$ cat src/rtl/inferno_pkg.sv
// Shared types and constants for the Inferno ROM download path.
package inferno_pkg;

  typedef enum logic [2:0] {
    StIdle,
    StLoad,
    StHold,
    StRun,
    StErr
  } loader_state_e;

  localparam logic [17:0] ROM_SIZE_DEFAULT = 18'h30000;
  localparam logic [15:0] ROM_INDEX        = 16'd0;
  localparam logic [17:0] BYTE_CNT_MAX     = 18'h3FFFF;

endpackage

$ cat src/rtl/inferno_hold_timer.sv
// Reset-stretch timer: cleared by load, advances while count is high.
// done is high on the last of HOLD_CYCLES counting clocks.
module inferno_hold_timer #(
  parameter int unsigned HOLD_CYCLES = 16
) (
  input  logic clock_12,
  input  logic reset,
  input  logic load,
  input  logic count,
  output logic done
);

  localparam int unsigned W = $clog2(HOLD_CYCLES + 1);
  localparam logic [W-1:0] LAST = W'(HOLD_CYCLES - 1);

  logic [W-1:0] cnt;

  assign done = count && (cnt == LAST);

  always_ff @(posedge clock_12 or posedge reset) begin
    if (reset) begin
      cnt <= '0;
    end else if (load) begin
      cnt <= '0;
    end else if (count && !done) begin
      cnt <= cnt + 1'b1;
    end
  end

endmodule

$ cat src/rtl/inferno_rom_loader.sv
// Forwards the index-0 ROM download to williams2 and holds the core in reset until the image
// is complete. Define INFERNO_ROM_CHECKSUM_EN to also require an 8-bit additive sum of EXP_SUM.
module inferno_rom_loader
  import inferno_pkg::*;
#(
  parameter logic [17:0] ROM_SIZE    = ROM_SIZE_DEFAULT,
  parameter int unsigned HOLD_CYCLES = 16,
  parameter logic [7:0]  EXP_SUM     = 8'h00
) (
  input  logic        clock_12,
  input  logic        reset,
  input  logic        ioctl_download,
  input  logic        ioctl_wr,
  input  logic [24:0] ioctl_addr,
  input  logic [7:0]  ioctl_dout,
  input  logic [15:0] ioctl_index,
  output logic [17:0] dn_addr,
  output logic [7:0]  dn_data,
  output logic        dn_wr,
  output logic        core_reset,
  output logic        rom_ok,
  output logic        rom_err
);

  loader_state_e state, state_next;
  logic          dl_prev;
  logic [17:0]   byte_cnt, byte_cnt_next;
  logic          overflow, overflow_next;
  logic          start, in_range, accept, image_ok, hold_done;

`ifdef INFERNO_ROM_CHECKSUM_EN
  logic [7:0] sum, sum_next;
`else
  logic unused_exp_sum;
  assign unused_exp_sum = ^EXP_SUM;
`endif

  always_comb begin
    start         = ioctl_download && !dl_prev && (ioctl_index == ROM_INDEX);
    in_range      = ioctl_addr < {7'd0, ROM_SIZE};
    accept        = (state == StLoad) && ioctl_wr && in_range;
    byte_cnt_next = byte_cnt;
    if (accept && byte_cnt != BYTE_CNT_MAX) byte_cnt_next = byte_cnt + 1'b1;
    overflow_next = overflow || ((state == StLoad) && ioctl_wr && !in_range);
`ifdef INFERNO_ROM_CHECKSUM_EN
    sum_next      = accept ? sum + ioctl_dout : sum;
    image_ok      = (byte_cnt_next == ROM_SIZE) && !overflow_next && (sum_next == EXP_SUM);
`else
    image_ok      = (byte_cnt_next == ROM_SIZE) && !overflow_next;
`endif
    // A write coincident with download falling is folded into the exit decision.
    state_next = state;
    if (start) begin
      state_next = StLoad;
    end else begin
      case (state)
        StLoad:  if (!ioctl_download) state_next = image_ok ? StHold : StErr;
        StHold:  if (hold_done) state_next = StRun;
        default: state_next = state;
      endcase
    end
  end

  always_ff @(posedge clock_12 or posedge reset) begin
    if (reset) begin
      state      <= StIdle;
      // Start high so a download still asserted across reset is not seen as a new rising edge.
      dl_prev    <= 1'b1;
      dn_addr    <= '0;
      dn_data    <= '0;
      dn_wr      <= 1'b0;
      core_reset <= 1'b1;
      rom_ok     <= 1'b0;
      rom_err    <= 1'b0;
      byte_cnt   <= '0;
      overflow   <= 1'b0;
`ifdef INFERNO_ROM_CHECKSUM_EN
      sum        <= '0;
`endif
    end else begin
      state      <= state_next;
      dl_prev    <= ioctl_download;
      dn_wr      <= accept;
      if (accept) begin
        dn_addr <= ioctl_addr[17:0];
        dn_data <= ioctl_dout;
      end
      core_reset <= state_next != StRun;
      rom_ok     <= state_next == StRun;
      rom_err    <= state_next == StErr;
      if (start) begin
        byte_cnt <= '0;
        overflow <= 1'b0;
`ifdef INFERNO_ROM_CHECKSUM_EN
        sum      <= '0;
`endif
      end else begin
        byte_cnt <= byte_cnt_next;
        overflow <= overflow_next;
`ifdef INFERNO_ROM_CHECKSUM_EN
        sum      <= sum_next;
`endif
      end
    end
  end

  inferno_hold_timer #(
    .HOLD_CYCLES(HOLD_CYCLES)
  ) u_hold_timer (
    .clock_12(clock_12),
    .reset   (reset),
    .load    (state != StHold),
    .count   (state == StHold),
    .done    (hold_done)
  );

endmodule

$ cat config.mk
export PLATFORM = sky130hd
export DESIGN_NAME = inferno_rom_loader
export DESIGN_NICKNAME = d
export VERILOG_FILES = /design/src/rtl/inferno_pkg.sv /design/src/rtl/inferno_hold_timer.sv /design/src/rtl/inferno_rom_loader.sv
export SDC_FILE = /design/constraint.sdc
export NUM_CORES = 1
export LEC_CHECK = 0
export CAP_MARGIN = 20
export CORE_ASPECT_RATIO = 1.75
export CORE_UTILIZATION = 63
export CTS_CLUSTER_SIZE = 24
export DETAILED_ROUTE_END_ITERATION = 7
export DONT_BUFFER_PORTS = 1
export PLACE_DENSITY = 0.8
export REMOVE_ABC_BUFFERS = 1
export SYNTH_ARGS = -nofsm -noshare
export SYNTH_HDL_FRONTEND = slang
export SYNTH_HIERARCHICAL = 1
export SYNTH_SLANG_ARGS = --single-unit
$ cat constraint.sdc
create_clock -name clock_12 -period 3 [get_ports clock_12]
set_input_delay 0.6 -clock clock_12 [delete_from_list [all_inputs] [get_ports clock_12]]
set_output_delay 0.6 -clock clock_12 [all_outputs]
set_load 0.005 [all_outputs]
# Word level (Yosys, flattened, before mapping)
# Cells that the tools add are included.
totals:
  ff_bits: 58
  elab_cells: 49
op_classes:
  magnitude_cmp: 1
  muxes: 10
  addsub: 2
  eq_ne: 9
  reduce_logical: 16
op_table:
  columns: ["cell", "count"]
  rows:
  - ["$mux 18", 2]
  - ["$lt 25x18->1 const B", 1]
  - ["$add 18x1->18 const B", 1]
  - ["$eq 18x18->1 const B", 1]
  - ["$ne 18x18->1 const B", 1]
  - ["$logic_not 16->1", 1]
  - ["$mux 3", 4]
  - ["$mux 5", 2]
  - ["$logic_and 1x1->1", 9]
  - ["$eq 3x2->1 const B", 2]
  - ["$ne 3x2->1 const B", 2]
  - ["$pmux 3 s2", 1]
  - ["$add 5x1->5 const B", 1]
  - ["$eq 5x4->1 const B", 1]
  - ["$logic_not 1->1", 4]
  - ["$eq 3x1->1 const B", 1]
  - ["$eq 3x3->1 const B", 1]
  - ["$reduce_bool 2->1", 1]
  - ["$logic_or 1x1->1", 1]
  - ["$mux 1", 1]

# Longest topological paths before layout
logic_depth:
  word_depth: 12
  mapped_depth: 9

# Modules after synthesis
# The synthesis kept the hierarchy.
by_module_without_submodules:
  columns: ["mod", "seq_area_each_um2", "area_per_inst_um2", "cells_each", "instances"]
  rows:
  - ["inferno_rom_loader", 1328.8, 2730.1, 302, 1]
  - ["inferno_hold_timer", 125.1, 279.0, 25, 1]

# Least setup slack after synthesis
# Ideal clock, no wire load.
synth_path:
  path_type: "reg2reg"
  from: "reg byte_cnt[0]"
  to: "reg state[2]"
  setup_slack_ps: 505
  setup_ps: 64
  n_path_buf: 0
  t_arrival_ps: 2431
  path_stages_with_launch: 9
  path_cell_list: "dfrtp_1 > ha_1 > nand4_4 > or4_1 > o211ai_1 > mux2_1 > o211ai_1 > a22o_1 > a21o_1"
synth_via:
  elab_chain_cells: 9
  elab_cells_between_ends: 10
  cone_classes: "1 x add/sub; 2 x eq/ne; 5 x mux; 2 x reduce/logical"
synth_lines:
  columns: ["item", "line_no", "source"]
  rows:
  - ["from (decl)", "inferno_rom_loader.sv:27", "logic [17:0] byte_cnt, byte_cnt_next;"]
  - ["from (signal assigned)", "inferno_rom_loader.sv:98", "byte_cnt <= byte_cnt_next;"]
  - ["parallel branches: the longest is 2 deep, another holds $add 18x1->18", null, null]
  - ["$mux 18 *", "inferno_rom_loader.sv:43", "if (accept && byte_cnt != BYTE_CNT_MAX) byte_cnt_next = byte_cnt + 1'b1;"]
  - ["$eq 18x18->1 *", "inferno_rom_loader.sv:49", "image_ok = (byte_cnt_next == ROM_SIZE) && !overflow_next;"]
  - ["$logic_and 1x1->1 *", "inferno_rom_loader.sv:49", null]
  - ["$mux 3 * (2 in series)", "inferno_rom_loader.sv:57", "StLoad: if (!ioctl_download) state_next = image_ok ? StHold : StErr;"]
  - ["$pmux 3 s2 *", "inferno_rom_loader.sv:56", "case (state)"]
  - ["$mux 3 *", "inferno_rom_loader.sv:53", "if (start) begin"]
  - ["named net state_next[2]", "inferno_rom_loader.sv:25", "loader_state_e state, state_next;"]
  - ["to (signal assigned)", "inferno_rom_loader.sv:66", "state <= StIdle;"]
  - ["to (signal assigned)", "inferno_rom_loader.sv:81", "state <= state_next;"]
  - ["to (decl)", "inferno_rom_loader.sv:25", null]
# Mark *: on every way through the listed nets, which the timed path passes.
# A chain may end at the register's enable or synchronous reset.

# Worst setup path in the final report
layout_path:
  from: "reg byte_cnt[0]"
  to: "reg rom_err"
layout_via:
  elab_chain_cells: 10
  elab_cells_between_ends: 11
  cone_classes: "1 x add/sub; 3 x eq/ne; 5 x mux; 2 x reduce/logical"
layout_lines:
  columns: ["item", "line_no", "source"]
  rows:
  - ["parallel branches: the longest is 2 deep, another holds $add 18x1->18", null, null]
  - ["$mux 18 *", "inferno_rom_loader.sv:43", null]
  - ["$eq 18x18->1 *", "inferno_rom_loader.sv:49", null]
  - ["$logic_and 1x1->1 *", "inferno_rom_loader.sv:49", null]
  - ["$mux 3 * (2 in series)", "inferno_rom_loader.sv:57", null]
  - ["$pmux 3 s2 *", "inferno_rom_loader.sv:56", null]
  - ["$mux 3 *", "inferno_rom_loader.sv:53", null]
  - ["$eq 3x3->1 *", "inferno_rom_loader.sv:90", "rom_err <= state_next == StErr;"]
  - ["to (signal assigned)", "inferno_rom_loader.sv:90", null]
  - ["to (decl)", "inferno_rom_loader.sv:22", "output logic rom_err"]
# Every way passes the cells marked *.

==> flow_results.org <==
** Clock network
- Number of hold-repair buffers added at the cts stage :: 0
- The H-tree was split into 3 levels.
- Resized cells post-CTS :: 0
- Clock-pin slew was measured on the worst setup and hold paths at around 70 ps.
- Clock Latency Late Sink :: 340 ps
- CTS root buffer :: clkbuf_8
- TritonCTS Sinks :: 58
- Number of buffers on the longest clock path :: 2
- The number of clock buffers added by TritonCTS is 9.
- TritonCTS clock tree :: done
- The number of setup buffers added after CTS is 0.

** Worst hold path
- The tightest min-delay check is of the input pin to asynchronous set/reset pin type.

** Status
- The flow ran to the end, and the final reports show no timing, DRC or antenna violations.

** Route
- Routed wire per std cell :: 16.62 microns
- Detailed routing inserted a total of 2395 vias.
- After the first detailed-routing iteration, the DRC count stood at roughly 90.
- In this run the remaining antenna-violating nets after routing total 0.
- Vias per Instance :: 6.079
- WL final :: 6.550 mm
- Post-detailed-route DRC marker count :: 0
- The first detailed-routing pass took 5 iterations.

** Critical path
- Worst reg2reg setup slack :: roughly 170 ps
- At the worst endpoint, the arrival time is 3050 ps.
- Critical path peak fanout :: 6
- STA classifies the critical path endpoint as a flip-flop.
- Critical Path RT :: 3220 ps
- Measured in cells, the most critical reg-to-reg path has a length of 9.
- The worst register-to-register path begins at byte_cnt[0].
- The worst setup path is of the flip-flop to flip-flop kind.
- The endpoint identified for the worst register-to-register timing path is rom_err.
- Worst setup path startpoint :: byte_cnt[0]
- The worst setup path is launched from a flip-flop.
- Following the worst setup path forward leads to its endpoint at rom_err.

** Finish
- Ratio of cells with drive above 1 in the final layout :: 0.1458
- Relative to the synthesized area, the layout overhead comes to 12.02%.
- Area of all placed cells without fillers :: 0.003371 sq mm
- Leading cell type in the layout, fill and taps excluded :: nand2_1
- Area taken by multi-input logic gates :: 0.001451 sq mm
- Counting the fill cells in the layout gives around 330.
- In the layout the commonest cells are nand2_1 (90), dfrtp_1 (56), nor2_1 (30).
- Register area :: 0.001454 sq mm
- Number of nets at the end of the flow :: 394
- Once layout is complete, the utilization of the core stands at 0.7517.
- 0 antenna diodes ended up in the layout.

** Yosys
- In this run, distinct cell masters in the synthesized netlist total 56.
- The synthesized design contains 0 enable-type register cells.
- For this run, the register share of the synthesized area comes to 0.4832.
- Async set or reset register ratio after synthesis :: 1.000
- Leading cell types by total area after synthesis :: dfrtp_1 (47%), nand2_1 (11%), nor2_1 (3.7%), xnor2_1 (2.9%), xor2_1 (2.3%)
- For this run, the leading register cell type out of synthesis is dfrtp_1.
- Top cell type's share of synthesized area :: 0.4657
- The cell area that synthesis handed to floorplanning was between 0.003 and 0.004 sq mm.
- The largest total area in the synthesized netlist belongs to dfrtp_1.
- Synthesis warning total :: 6
- Mean cell area of the mapped netlist :: 9.202 sq um
- Flops & latches, synth :: 58
- Syn Inst Count :: 327

** Power
- Leakage power :: 1.659 nW
- Power spread over the standard cell area amounts to 498.6 mW/mm^2.
- Worst-case vdd ir drop :: 0.0005863 V

** STA
- Counting I/O delays and the setup requirement, the final critical path takes about 2800 ps.
- Final Hold Viols :: 0
- Number of slew-limit violations in the final report :: 0
- Slew HR :: 0.6856
- At the pin with the least slew margin, the transition time is around 470 ps.
- Sum of negative setup slack :: 0 ps
- Skew final :: 8.639 ps
- Setup repair after global routing missed its margin :: false
- Setup violations remaining at the end of the flow were counted as 0.
- Fmax :: 0.3534 GHz
- Final clock period utilization by the worst path :: 0.9433
- Minimum setup slack in the final design :: between 150 and 200 ps

** Placement
- Detailed Place HPWL :: 4.569 mm
- Once placement finished, the instance area stood at between 0.003 and 0.004 sq mm.
- Pre-CTS setup slack :: approximately 180 ps
- Final weighted congestion of routability-driven global placement :: 0.9274
- Input/output buffers :: 0

** Global routing
- The initial antenna violation count is 0.
- Entering global routing, the biggest net connects 54 pins.
- The via count of the first global-routing pass was 2393.
- The first global-routing pass estimated 10.38 mm of wire.
- Overflow after GRT :: 0
- Overall routing resource usage :: 0.2841

** Floorplan
- between 80 and 90 I/O pins were placed.
- Die outline area :: 0.005068 sq mm
- The initialized floorplan defines 32 standard-cell rows.
- For this configuration, the core starts out at a cell density of 0.6710.
- In this run the standard cell core region covers 0.004484 sq mm.
- From left edge to right edge, the die measures around 54 microns.
- Measured along the y axis, the die boundary spans 93.43 microns.

** Run
- Max Cap Viol :: 0
## layer usage
| metal | vias up | wire length, microns | global-route usage |
|---|---|---|---|
| met4 | 0 | 269 | 0.1795 |
| li1 | 1131 | - | - |
| met3 | 25 | 343 | 0.04390 |
| met2 | 93 | 3494 | 0.4949 |
| met1 | 1146 | 2442 | 0.2963 |
| met5 | - | 0 | 0 |
## sequential cells by signal (all words and copies together) (netlist names)
| signal | flops |
|---|---|
| core_reset | 1 |
| rom_ok | 1 |
| overflow | 1 |
| u_hold_timer/cnt | 5 |
| dn_data | 8 |
| dn_addr | 18 |
| byte_cnt | 18 |
| rom_err | 1 |
| dl_prev | 1 |
| dn_wr | 1 |
| state | 3 |
## synthesized netlist by cell type, types with 6 or more instances
master and instances:
nand2_1 90, and3_1 6, nand4_1 9, nand3_1 11
xor2_1 8, xnor2_1 10, dfrtp_1 56, nor2_1 30
clkbuf_1 9, inv_1 9
## through the flow
stage / hold slack, ps / instances / total power, mW
global route: 57.63 / 394 / 1.724
floorplan: 378.5 / 312 / 0.8133
global placement: 394.6 / 377 / 0.8188
detailed placement: 402.1 / 377 / 0.8196
finish: 41.88 / 394 / 1.681
CTS: 42.95 / 393 / 1.689
## worst max-delay path, stage by stage (launching register included)
cell,delay (ps)
dfrtp_1,420
ha_1,270
nand4_4,180
nor4_4,380
buf_4,210
a2111oi_2,80
or3b_2,470
a221oi_2,220
nand4_1,200
o31a_1,290
## cell families after synthesis
| logic type | after synthesis | synth area share |
|---|---|---|
| simple gates | 188 | 0.3114 |
| flops | 58 | 0.4832 |
| fa+ha+maj | 3 | 0.01248 |
| buf+inv | 24 | 0.03451 |
| mux | 8 | 0.02910 |
| xor+xnor | 18 | 0.05239 |
| compound gates | 28 | 0.07693 |
## layout make-up
| type | instances | share of cell area |
|---|---|---|
| sequential | 58 | 0.4313 |
| clock inverter | 6 | 0.03415 |
| multi-input combinational | 245 | 0.4306 |
| timing repair buffer | 15 | 0.03712 |
| clock buffer | 10 | 0.03786 |
| inverter | 9 | 0.01002 |
| tap | 51 | 0.01893 |
## worst min path at each step
| stage | from | endpoint | slack, ps |
|---|---|---|---|
| final | reset | u_hold_timer/cnt[4] | 40 |
| after floorplan | reset | u_hold_timer/cnt[0] | 380 |
| after CTS | reset | u_hold_timer/cnt[2] | 40 |
| after detailed placement | reset | u_hold_timer/cnt[1] | 400 |
| after global placement | reset | u_hold_timer/cnt[3] | 390 |
| after global routing | reset | u_hold_timer/cnt[4] | 60 |
## report_power, final
group	leakage, nW	total [mW]	internal (mW)	switching (mW)
Combinational	0.744	0.0237	0.00605	0.0176
Clock	0.117	0.874	0.554	0.319
Sequential	0.799	0.783	0.783	0.000144
(Power assumes the default switching activity.)
